`src/rtl/logic_unit_pipe_pkg.sv`:
```
// Shared definitions for the pipelined bitwise logic unit: op encodings and default width.
package logic_unit_pipe_pkg;

    localparam int unsigned LU_DEFAULT_WIDTH = 8;

    typedef enum logic [2:0] {
        LU_OP_AND  = 3'd0,
        LU_OP_OR   = 3'd1,
        LU_OP_NAND = 3'd2,
        LU_OP_NOR  = 3'd3,
        LU_OP_XOR  = 3'd4,
        LU_OP_XNOR = 3'd5,
        LU_OP_NOT  = 3'd6,
        LU_OP_BUF  = 3'd7
    } lu_op_e;

endpackage

```
`src/rtl/logic_op_comb.sv`:
```
// Combinational op decode and bitwise compute for the logic unit, plus the result-is-zero flag.
module logic_op_comb
    import logic_unit_pipe_pkg::*;
#(
    parameter int unsigned WIDTH = LU_DEFAULT_WIDTH
) (
    input  logic [2:0]       op_i,
    input  logic [WIDTH-1:0] a_i,
    input  logic [WIDTH-1:0] b_i,
    output logic [WIDTH-1:0] res_o,
    output logic             zero_o
);

    always_comb begin
        res_o = '0;
        case (lu_op_e'(op_i))
            LU_OP_AND:  res_o = a_i & b_i;
            LU_OP_OR:   res_o = a_i | b_i;
            LU_OP_NAND: res_o = ~(a_i & b_i);
            LU_OP_NOR:  res_o = ~(a_i | b_i);
            LU_OP_XOR:  res_o = a_i ^ b_i;
            LU_OP_XNOR: res_o = ~(a_i ^ b_i);
            LU_OP_NOT:  res_o = ~a_i;
            LU_OP_BUF:  res_o = a_i;
            default:    res_o = a_i;
        endcase
        zero_o = (res_o == '0);
    end

endmodule

```
`src/rtl/logic_unit_pipe.sv`:
```
// Two-stage valid/ready pipelined bitwise logic unit (operand stage S1, result stage S2).
// Optional completed-result counter on op_count when LOGIC_UNIT_PIPE_CNT_EN is defined.
module logic_unit_pipe
    import logic_unit_pipe_pkg::*;
#(
    parameter int unsigned WIDTH = LU_DEFAULT_WIDTH,
    parameter int unsigned CNT_W = 16
) (
    input  logic             clk,
    input  logic             rst,
    input  logic             in_valid,
    output logic             in_ready,
    input  logic [2:0]       op,
    input  logic [WIDTH-1:0] in0,
    input  logic [WIDTH-1:0] in1,
    output logic             out_valid,
    input  logic             out_ready,
    output logic [WIDTH-1:0] out,
    output logic             out_zero
`ifdef LOGIC_UNIT_PIPE_CNT_EN
    ,
    output logic [CNT_W-1:0] op_count
`endif
);

    logic             s1_valid_q, s1_valid_d;
    logic [2:0]       s1_op_q, s1_op_d;
    logic [WIDTH-1:0] s1_in0_q, s1_in0_d;
    logic [WIDTH-1:0] s1_in1_q, s1_in1_d;
    logic             s2_valid_q, s2_valid_d;
    logic [WIDTH-1:0] s2_res_q, s2_res_d;
    logic             s2_zero_q, s2_zero_d;

    logic             s1_advance;
    logic             s1_load;
    logic [WIDTH-1:0] comb_res;
    logic             comb_zero;

    logic_op_comb #(
        .WIDTH(WIDTH)
    ) u_op (
        .op_i  (s1_op_q),
        .a_i   (s1_in0_q),
        .b_i   (s1_in1_q),
        .res_o (comb_res),
        .zero_o(comb_zero)
    );

    always_comb begin
        s1_advance = s1_valid_q && (!s2_valid_q || out_ready);
        s1_load    = in_valid && (!s1_valid_q || s1_advance);
        // Ready reads as high during reset so the producer never sees a stale stall.
        in_ready   = rst || !s1_valid_q || s1_advance;

        s1_valid_d = s1_valid_q;
        s1_op_d    = s1_op_q;
        s1_in0_d   = s1_in0_q;
        s1_in1_d   = s1_in1_q;
        if (s1_load) begin
            s1_valid_d = 1'b1;
            s1_op_d    = op;
            s1_in0_d   = in0;
            s1_in1_d   = in1;
        end else if (s1_advance) begin
            s1_valid_d = 1'b0;
        end

        s2_res_d   = s2_res_q;
        s2_zero_d  = s2_zero_q;
        s2_valid_d = s1_advance || (s2_valid_q && !out_ready);
        if (s1_advance) begin
            s2_res_d  = comb_res;
            s2_zero_d = comb_zero;
        end
    end

    always_ff @(posedge clk) begin
        if (rst) begin
            s1_valid_q <= 1'b0;
            s1_op_q    <= '0;
            s1_in0_q   <= '0;
            s1_in1_q   <= '0;
            s2_valid_q <= 1'b0;
            s2_res_q   <= '0;
            s2_zero_q  <= 1'b1;
        end else begin
            s1_valid_q <= s1_valid_d;
            s1_op_q    <= s1_op_d;
            s1_in0_q   <= s1_in0_d;
            s1_in1_q   <= s1_in1_d;
            s2_valid_q <= s2_valid_d;
            s2_res_q   <= s2_res_d;
            s2_zero_q  <= s2_zero_d;
        end
    end

    assign out_valid = s2_valid_q;
    assign out       = s2_res_q;
    assign out_zero  = s2_zero_q;

`ifdef LOGIC_UNIT_PIPE_CNT_EN
    logic [CNT_W-1:0] cnt_q, cnt_d;

    // Free-running wrap on overflow; no saturation.
    always_comb begin
        cnt_d = cnt_q;
        if (s2_valid_q && out_ready) begin
            cnt_d = cnt_q + CNT_W'(1);
        end
    end

    always_ff @(posedge clk) begin
        if (rst) begin
            cnt_q <= '0;
        end else begin
            cnt_q <= cnt_d;
        end
    end

    assign op_count = cnt_q;
`endif

endmodule
```
`config.mk`:
```
export PLATFORM = sky130hd
export DESIGN_NAME = logic_unit_pipe
export DESIGN_NICKNAME = d
export VERILOG_FILES = /design/src/rtl/logic_unit_pipe_pkg.sv /design/src/rtl/logic_op_comb.sv /design/src/rtl/logic_unit_pipe.sv
export SDC_FILE = /design/constraint.sdc
export NUM_CORES = 1
export LEC_CHECK = 0
export ABC_AREA = 1
export CAP_MARGIN = 5
export CORE_MARGIN = 8
export CORE_UTILIZATION = 45
export CTS_CLUSTER_SIZE = 20
export DETAILED_ROUTE_END_ITERATION = 8
export DONT_BUFFER_PORTS = 1
export MAX_ROUTING_LAYER = met4
export SLEW_MARGIN = 20
export SYNTH_ARGS = -nofsm -noshare
export SYNTH_HDL_FRONTEND = slang
export SYNTH_SLANG_ARGS = --single-unit
export TNS_END_PERCENT = 1
```
`constraint.sdc`:
```
create_clock -name clk -period 4 [get_ports clk]
set_clock_uncertainty 0.1 [all_clocks]
set_input_delay 0.6 -clock clk [delete_from_list [all_inputs] [get_ports clk]]
set_output_delay 0.6 -clock clk [all_outputs]
set_load 0.02 [all_outputs]
```
==> flow_summary.toml, run 1 <==
[run_status]
status = "finished, final reports clean"

[synthesis]
yosys.area.top_type = "dfxtp_1"
syn_area_um2 = 1980
netlist.area_leader.share_pct = 30.4
ys_types = 22
yosys_warnings = 0
ys_seq_area_share_pct = 30.4
synthCells = 295
yosys-top-cells-area = "dfxtp_1 30%, nand2_1 12%, ha_1 10%, o21ai_0 8.6%, a21oi_1 7.3%"
ys_ff_latch = 30
syn_nets = 334
syn_avg_cell_area_um2 = 6.70

[drt]
drt-initial-drc-count = 152
drc = 0
top_layer = "met4"
wl_per_cell_um = 13.1
wirelength_um = 4480
wl_met3_um = 284
drt-pass1-iter-count = 4
m1WireLength_um = 2160
route.met2.wl_um = 1980
viasPerCell = 5.21
antenna_left = 0
vias = 1775

[final_layout]
final_cell_mix = "60 x nand2_1, 36 x inv_1, 34 x o21ai_0, 30 x dfxtp_1, 29 x a21oi_1"
n_antenna_cell = 0
final_net_count = 327
synthToLayoutAreaGrowth_pct = 4.05
final_common_cell = "nand2_1"
drive_above_1_share_pct = 5.54

[cts]
clk_pin_slew_ns = 0.06
hold_buffers = 0
cts_num_sinks = 30
post-cts-setup-buffers = 0
clock_latency_ns = 0.29
numCtsBuffers = 5
cts_tree = "built"
postCtsResizedCells = 0
cts_max_path_buffers = 2
htreeDepth = 2
root_buffer = "clkbuf_8"

[sta]
tns_ns = 0
slew_headroom_pct = 42.3
worst_slew_pin_slew_ns = 0.864
timing.final.crit_share_pct = 53.0
hold_viol = 0
holdWs_ns = 0.284
fin_crit_ns = 2.12
finalSetupViolCount = 0
rsz0062_at_grt = "false"
drv_slew = 0
fmax_mhz = 472

[grt]
grt_pass1_vias = 1681
grt_usage_pct = 15.0
grt_max_degree = 40
antenna_found_initial = 0
grt_pass1_wl_um = 7710
gr-total-overflow = 0

[floorplanning]
initial_core_util_pct = 46.0
die_h_um = 82.3
fp.dieW_um = 82.3
core_um2 = 4290
rows = 24
ios = 34
die_area_um2 = 6770

[place]
hpwl_um = 3120
portBuffers = 0
gp_congestion = 0.794

[flow_run]
drv_cap = 0

[critical_path]
crit_path_end_kind = "primary output"
cp_slowest_cell = "inv_1"
critPathMaxStageDelay_ns = 0.47
worstPathCellList = "inv_1 -> nand3_1"
critPathMaxFanout = 28
arrival_ns = 1.42
critical_path_buf_inv_count = 1
crit_type = "in2out"
cp-start-kind = "input pin"
critPathTopFamily = "buffers and inverters"
required_ns = 3.30

[power_and_ir_drop]
p_per_area_nw_per_um2 = 375
peakVddDrop_uv = 253
power.leakage_nw = 0.979

[min_path]
hold_path_class = "in2reg"
[registers in the layout, indices dropped and copies added, names as in the netlist]
name        count
s1_in1_q        8
s1_op_q         3
s1_valid_q      1
out_zero        1
out             8
out_valid       1
s1_in0_q        8
[layer usage]
metal,vias to the layer above,track usage (%)
li1,954,-
met1,775,18.3
met2,38,22.2
met3,8,5.30
met4,0,5.26
met5,-,-
[per-stage QoR]
stage,area (um2),setup WS (ns),power [mW],instances,utilization (%)
2_1_floorplan,1980,2.12,0.493,295,-
3_3_place_gp,1960,1.83,0.522,333,45.7
3_5_place_dp,1960,1.84,0.523,333,45.7
4_1_cts,2050,1.85,0.781,341,47.8
5_1_grt,2060,1.71,0.826,341,47.9
6_report,2060,1.88,0.771,341,47.9
[cells in the mapped netlist]
cell       n
buf_6      3
a21oi_1   29
nand4_1   13
inv_2      3
o21a_1     1
o22ai_1    2
ha_1      16
dfxtp_1   30
clkbuf_1   6
nor2_8     2
nor3_1     1
nor2_4     1
nand3b_1   3
nor2_1    22
nand3_1   22
buf_4      1
o21ai_0   34
nand2_1   61
or2_1      2
o21ai_1    1
inv_1     36
buf_2      6
[power breakdown]
group | leakage, nW | switching [mW] | internal [mW]
clock | 0.0482 | 0.117 | 0.139
sequential | 0.249 | 0.0273 | 0.322
combinational | 0.682 | 0.110 | 0.0560
[cells by family (layout without fill, tap and decap cells)]
logic type / count (synthesis) / after routing / synth area share (%)
adder cells (fa/ha/maj): 16 / 16 / 10.1
buffers and inverters: 55 / 49 / 12.2
flip-flops: 30 / 30 / 30.4
AO/OA/AOI/OAI: 67 / 67 / 17.2
AND/OR/NAND/NOR: 127 / 127 / 30.1
[final timing paths]
kind | from | end | slack (ns) | cells past startpoint
worst max register to register | s1_op_q[0]$_SDFFE_PP0P_ | out_zero$_SDFFE_PP1P_ | 1.89 | 11
worst max-delay path | rst | in_ready | 1.88 | 2
worst min register to register | s1_in1_q[6]$_SDFFE_PP0P_ | s1_in1_q[6]$_SDFFE_PP0P_ | 0.38 | 2
worst min-delay path | rst | s1_valid_q$_SDFFE_PP0P_ | 0.28 | 1
[layout make-up]
cell class	instances	area, um2
Sequential cell	30	601
Clock buffer	7	86.3
Timing Repair Buffer	2	15.0
Fill cell	458	2240
Clock inverter	1	5.00
Tap cell	52	65.1
Multi-Input combinational cell	210	1140
Inverter	39	146
Power figures use the tool's default switching activity.
==> run 2, diff against run 1 <==
==> constraint.sdc (replaced) <==
create_clock -name clk -period 1.81 [get_ports clk]
set_clock_uncertainty 0.1 [all_clocks]
set_input_delay 0.2715 -clock clk [delete_from_list [all_inputs] [get_ports clk]]
set_output_delay 0.2715 -clock clk [all_outputs]
set_load 0.02 [all_outputs]
==> run 2 against run 1 <==
Net effect: sequential cell count did not move; non-clock buffer count up 6; via count up 2.1%; clock-buffer cell count unchanged; worst hold slack got worse by 0.20 ns; sequential power grew 120%; cell area increased by 4.7%; final cell count increased by 1.8%; first-iteration DRC count decreased by 4.6%; routed wire length grew 2.7%.
==> flow_summary.toml, run 2 (synthesis results as in run 1) <==
[place]
place_area_um2 = 2040
post-place-ws_ns = 0.127
gp_congestion = 0.870
hpwl_um = 3360
portBuffers = 0

[critical_path]
reg2reg_depth = 10
critPathMaxStageDelay_ns = 0.32
critPathMaxFanout = 18
arrival_ns = 1.72
required_ns = 1.88
cp-start-kind = "flip-flop"
worstPathCellList = "buf_12 -> nor2_4 -> nand2_1 -> o21a_1 -> nand2_1 -> nand2_2 -> nand2_1 -> nor2_2 -> nand3_1 -> nand2_1"
cp_slowest_cell = "dfxtp_1"
critical_path_buf_inv_count = 1
crit_path_end_kind = "flip-flop"
r2r_end = "out_zero$_SDFFE_PP1P_"
critPathTopFamily = "simple AND/OR/NAND/NOR gates"
cp-startpoint = "s1_op_q[0]$_SDFFE_PP0P_"
cp_common_cell = "nand2_1"
ff2ff_setup_slack_ns = 0.16
crit-reg2reg-launch = "s1_op_q[0]$_SDFFE_PP0P_"
crit_type = "reg2reg"

[drt]
wl_per_cell_um = 13.2
viasPerCell = 5.22
drt-pass1-iter-count = 4
antenna_left = 0
wirelength_um = 4600
drc = 0
drt-initial-drc-count = 145
vias = 1812

[cts]
numCtsBuffers = 5
cts_num_sinks = 30
clock_latency_ns = 0.28
cts_tree = "built"
root_buffer = "clkbuf_8"
cts_max_path_buffers = 2
clk_pin_slew_ns = 0.06
htreeDepth = 2

[floorplanning]
initial_core_util_pct = 46.0
die_area_um2 = 6770
fp.dieW_um = 82.3
ios = 34
die_h_um = 82.3
core_um2 = 4290
rows = 24

[power_and_ir_drop]
p_per_area_nw_per_um2 = 808
peakVddDrop_uv = 375
power.leakage_nw = 1.02

[sta]
drv_slew = 0
worst_slew_pin_slew_ns = 0.418
finalWorstSetupSlack_ns = 0.160
finalSetupViolCount = 0
fin_crit_ns = 1.65
hold_viol = 0
timing.final.crit_share_pct = 91.1
tns_ns = 0
fmax_mhz = 606
holdWs_ns = 0.0886
rsz0062_at_grt = "false"
slew_headroom_pct = 72.1

[final_layout]
final_common_cell = "nand2_1"
n_antenna_cell = 0
final_area_um2 = 2150
synthToLayoutAreaGrowth_pct = 8.93
finish.utilization_pct = 50.1
final_cell_mix = "60 x nand2_1, 36 x inv_1, 33 x o21ai_0, 29 x a21oi_1, 28 x dfxtp_1"
fill_cells = 452
final_net_count = 333
drive_above_1_share_pct = 8.14

[min_path]
hp-start = "in1[5]"
holdPathStages = 2
hold_path_class = "in2reg"
holdPathEnd = "s1_in1_q[5]$_SDFFE_PP0P_"

[flow_run]
drv_cap = 0

[grt]
grt_usage_pct = 15.2
antenna_found_initial = 0
grt_pass1_vias = 1789
gr-total-overflow = 0
grt_pass1_wl_um = 7930
grt_max_degree = 39

[run_status]
status = "finished, final reports clean"
## run 2: worst max-delay path by stage
stage                             to  slack [ns]  depth (start not counted)
2_1_floorplan  out_zero$_SDFFE_PP1P_        0.32                         11
3_3_place_gp   out_zero$_SDFFE_PP1P_        0.15                         11
3_5_place_dp   out_zero$_SDFFE_PP1P_        0.13                         14
4_1_cts        out_zero$_SDFFE_PP1P_        0.11                         14
5_1_grt        out_zero$_SDFFE_PP1P_        0.01                         11
6_report       out_zero$_SDFFE_PP1P_        0.16                         10
## run 2: area by class of cell
cell class / instances / area (um2) / area share (%)
Multi-Input combinational cell: 210 / 1140 / 53.0
Clock buffer: 7 / 86.3 / 4.01
Tap cell: 52 / 65.1 / 3.02
Inverter: 39 / 149 / 6.92
Timing Repair Buffer: 8 / 104 / 4.83
Sequential cell: 30 / 603 / 28.0
Clock inverter: 1 / 5.00 / 0.233
## run 2: timing repair
action / 4_1_cts / 5_1_grt
hold buffers: 1 / 0
resized for setup: 0 / 8
setup endpoints to repair: 0 / 1
buffers inserted: 0 / 0
hold endpoints to repair: 3 / 0
## run 2: per-stage QoR
step | instances | power (mW)
final | 347 | 1.74
after global routing | 347 | 1.85
after CTS | 347 | 1.76
after detailed placement | 338 | 1.19
after global placement | 338 | 1.18
after floorplan | 295 | 1.09
## run 2: layer usage
metal | GRT usage [%] | vias to the layer above | wire length, um
li1 | - | 965 | -
met3 | 4.00 | 5 | 266
met5 | - | - | 0
met4 | 5.61 | 0 | 58
met1 | 18.7 | 802 | 2130
met2 | 23.2 | 40 | 2140
## run 2: power breakdown
part	leakage (nW)	internal, mW	switching (mW)	total [mW]
logic	0.724	0.152	0.262	0.414
clock network	0.0482	0.306	0.252	0.559
registers	0.249	0.712	0.0544	0.766
total	1.02	1.17	0.569	1.74
==> run 3, diff against run 2 <==
--- a/config.mk
+++ b/config.mk
@@ -6,8 +6,7 @@
 export NUM_CORES = 1
 export LEC_CHECK = 0
 export ABC_AREA = 1
-export CAP_MARGIN = 5
-export CORE_MARGIN = 8
+export CORE_MARGIN = 2
 export CORE_UTILIZATION = 45
 export CTS_CLUSTER_SIZE = 20
 export DETAILED_ROUTE_END_ITERATION = 8
==> run 3 against run 2 <==
Net effect: register-to-register slack improved by 0.02 ns; combinational power rose by 2%; first-iteration DRC count fell by 26%; maximum frequency rose by 1.1%; cell area rose by 2.1%; clock-buffer cell count fell by 1; die area fell by 27%; routed wire length fell by 0.96%; via count rose by 2.6%; critical path depth rose by 4; worst setup slack improved by 0.017 ns; critical path type unchanged; largest cell class unchanged.
==> flow_summary.toml, run 3 (synthesis results as in run 1) <==
[floorplanning]
fp.dieW_um = 70.3
core_um2 = 4290
die_h_um = 70.3
ios = 34
die_area_um2 = 4940
rows = 24
initial_core_util_pct = 46.0

[critical_path]
crit_type = "reg2reg"
critPathMaxFanout = 3
arrival_ns = 1.77
crit_path_end_kind = "flip-flop"
required_ns = 1.94
cp-start-kind = "flip-flop"

[grt]
grt_max_degree = 39
gr-total-overflow = 0
grt_pass1_vias = 1741
grt_usage_pct = 20.1
grt_pass1_wl_um = 7800
antenna_found_initial = 0

[cts]
numCtsBuffers = 5
root_buffer = "clkbuf_8"
cts_tree = "built"
clk_pin_slew_ns = 0.07
cts_max_path_buffers = 2
clock_latency_ns = 0.28
htreeDepth = 2
cts_num_sinks = 30

[drt]
vias = 1860
drc = 0
viasPerCell = 5.28
drt-initial-drc-count = 108
wirelength_um = 4550
wl_per_cell_um = 12.9
antenna_left = 0
drt-pass1-iter-count = 4

[place]
portBuffers = 0
gp_congestion = 0.844
hpwl_um = 3330

[sta]
fmax_mhz = 613
fin_crit_ns = 1.63
rsz0062_at_grt = "false"
holdWs_ns = 0.0824
timing.final.crit_share_pct = 90.2
finalSetupViolCount = 0
slew_headroom_pct = 76.0
tns_ns = 0
hold_viol = 0
worst_slew_pin_slew_ns = 0.359
drv_slew = 0

[final_layout]
final_net_count = 338
fill_cells = 454
finish.utilization_pct = 51.2
final_cell_mix = "60 x nand2_1, 36 x inv_1, 33 x o21ai_0, 29 x a21oi_1, 28 x dfxtp_1"
n_antenna_cell = 0
drive_above_1_share_pct = 9.67
final_common_cell = "nand2_1"
synthToLayoutAreaGrowth_pct = 11.2

[run_status]
status = "finished, final reports clean"

[power_and_ir_drop]
p_per_area_nw_per_um2 = 799
finalPower_mw = 1.76
peakVddDrop_uv = 339
power.leakage_nw = 1.05

[flow_run]
drv_cap = 0

[min_path]
hold_path_class = "in2reg"
run 3: critical path: stages (launching register included):
cell     delay, ns
dfxtp_2       0.34
inv_1         0.07
ha_1          0.28
inv_1         0.03
nand2_1       0.07
nand2_1       0.06
nand2_1       0.05
nand2_1       0.04
nor2_1        0.10
nand2_1       0.08
nand2_2       0.07
nand2_1       0.05
nor2_1        0.11
nand3_1       0.08
nand2_1       0.06
run 3: final timing paths:
| path | from | endpoint | slack, ns | cells past startpoint |
|---|---|---|---|---|
| worst max-delay path | s1_in0_q[5]$_SDFFE_PP0P_ | out_zero$_SDFFE_PP1P_ | 0.18 | 14 |
| worst min register to register | s1_in1_q[7]$_SDFFE_PP0P_ | s1_in1_q[7]$_SDFFE_PP0P_ | 0.38 | 2 |
| worst min-delay path | in0[6] | s1_in0_q[6]$_SDFFE_PP0P_ | 0.08 | 2 |
| worst max register to register | s1_in0_q[5]$_SDFFE_PP0P_ | out_zero$_SDFFE_PP1P_ | 0.18 | 14 |
run 3: power breakdown:
part	switching [mW]	total [mW]	internal, mW	leakage (nW)
clock network	0.261	0.566	0.305	0.0472
logic	0.263	0.424	0.161	0.750
registers	0.0537	0.766	0.712	0.249
run 3: per-stage QoR:
stage / instance area, um2 / instances / setup slack [ns]
6_report: 2200 / 352 / 0.178
5_1_grt: 2200 / 352 / 0.000634
4_1_cts: 2160 / 349 / 0.106
3_5_place_dp: 2050 / 340 / 0.116
3_3_place_gp: 2050 / 340 / 0.124
2_1_floorplan: 1980 / 295 / 0.324
run 3: repair_timing:
| action | 4_1_cts | 5_1_grt |
|---|---|---|
| endpoints found under the setup margin | 0 | 2 |
| gates resized for setup | 0 | 4 |
| endpoints found under the hold margin | 3 | 0 |
| buffers inserted | 0 | 3 |
| hold buffers | 1 | 0 |
run 3: per-layer routing:
layer	wire (um)	up-vias	GRT usage [%]	share of wire, %
li1	-	979	-	-
met1	2110	815	25.6	46
met5	0	-	-	0
met4	85	0	8.55	1.9
met2	2120	55	30.8	46
met3	240	11	4.33	5.3
run 3: area by class of cell:
cell class,count,area [um2],share of cell area [%]
multi-input combinational,210,1140,51.8
sequential,30,603,27.4
clock buffer,6,82.6,3.76
tap,52,65.1,2.96
timing repair buffer,13,150,6.83
inverter,39,146,6.66
clock inverter,2,12.5,0.569
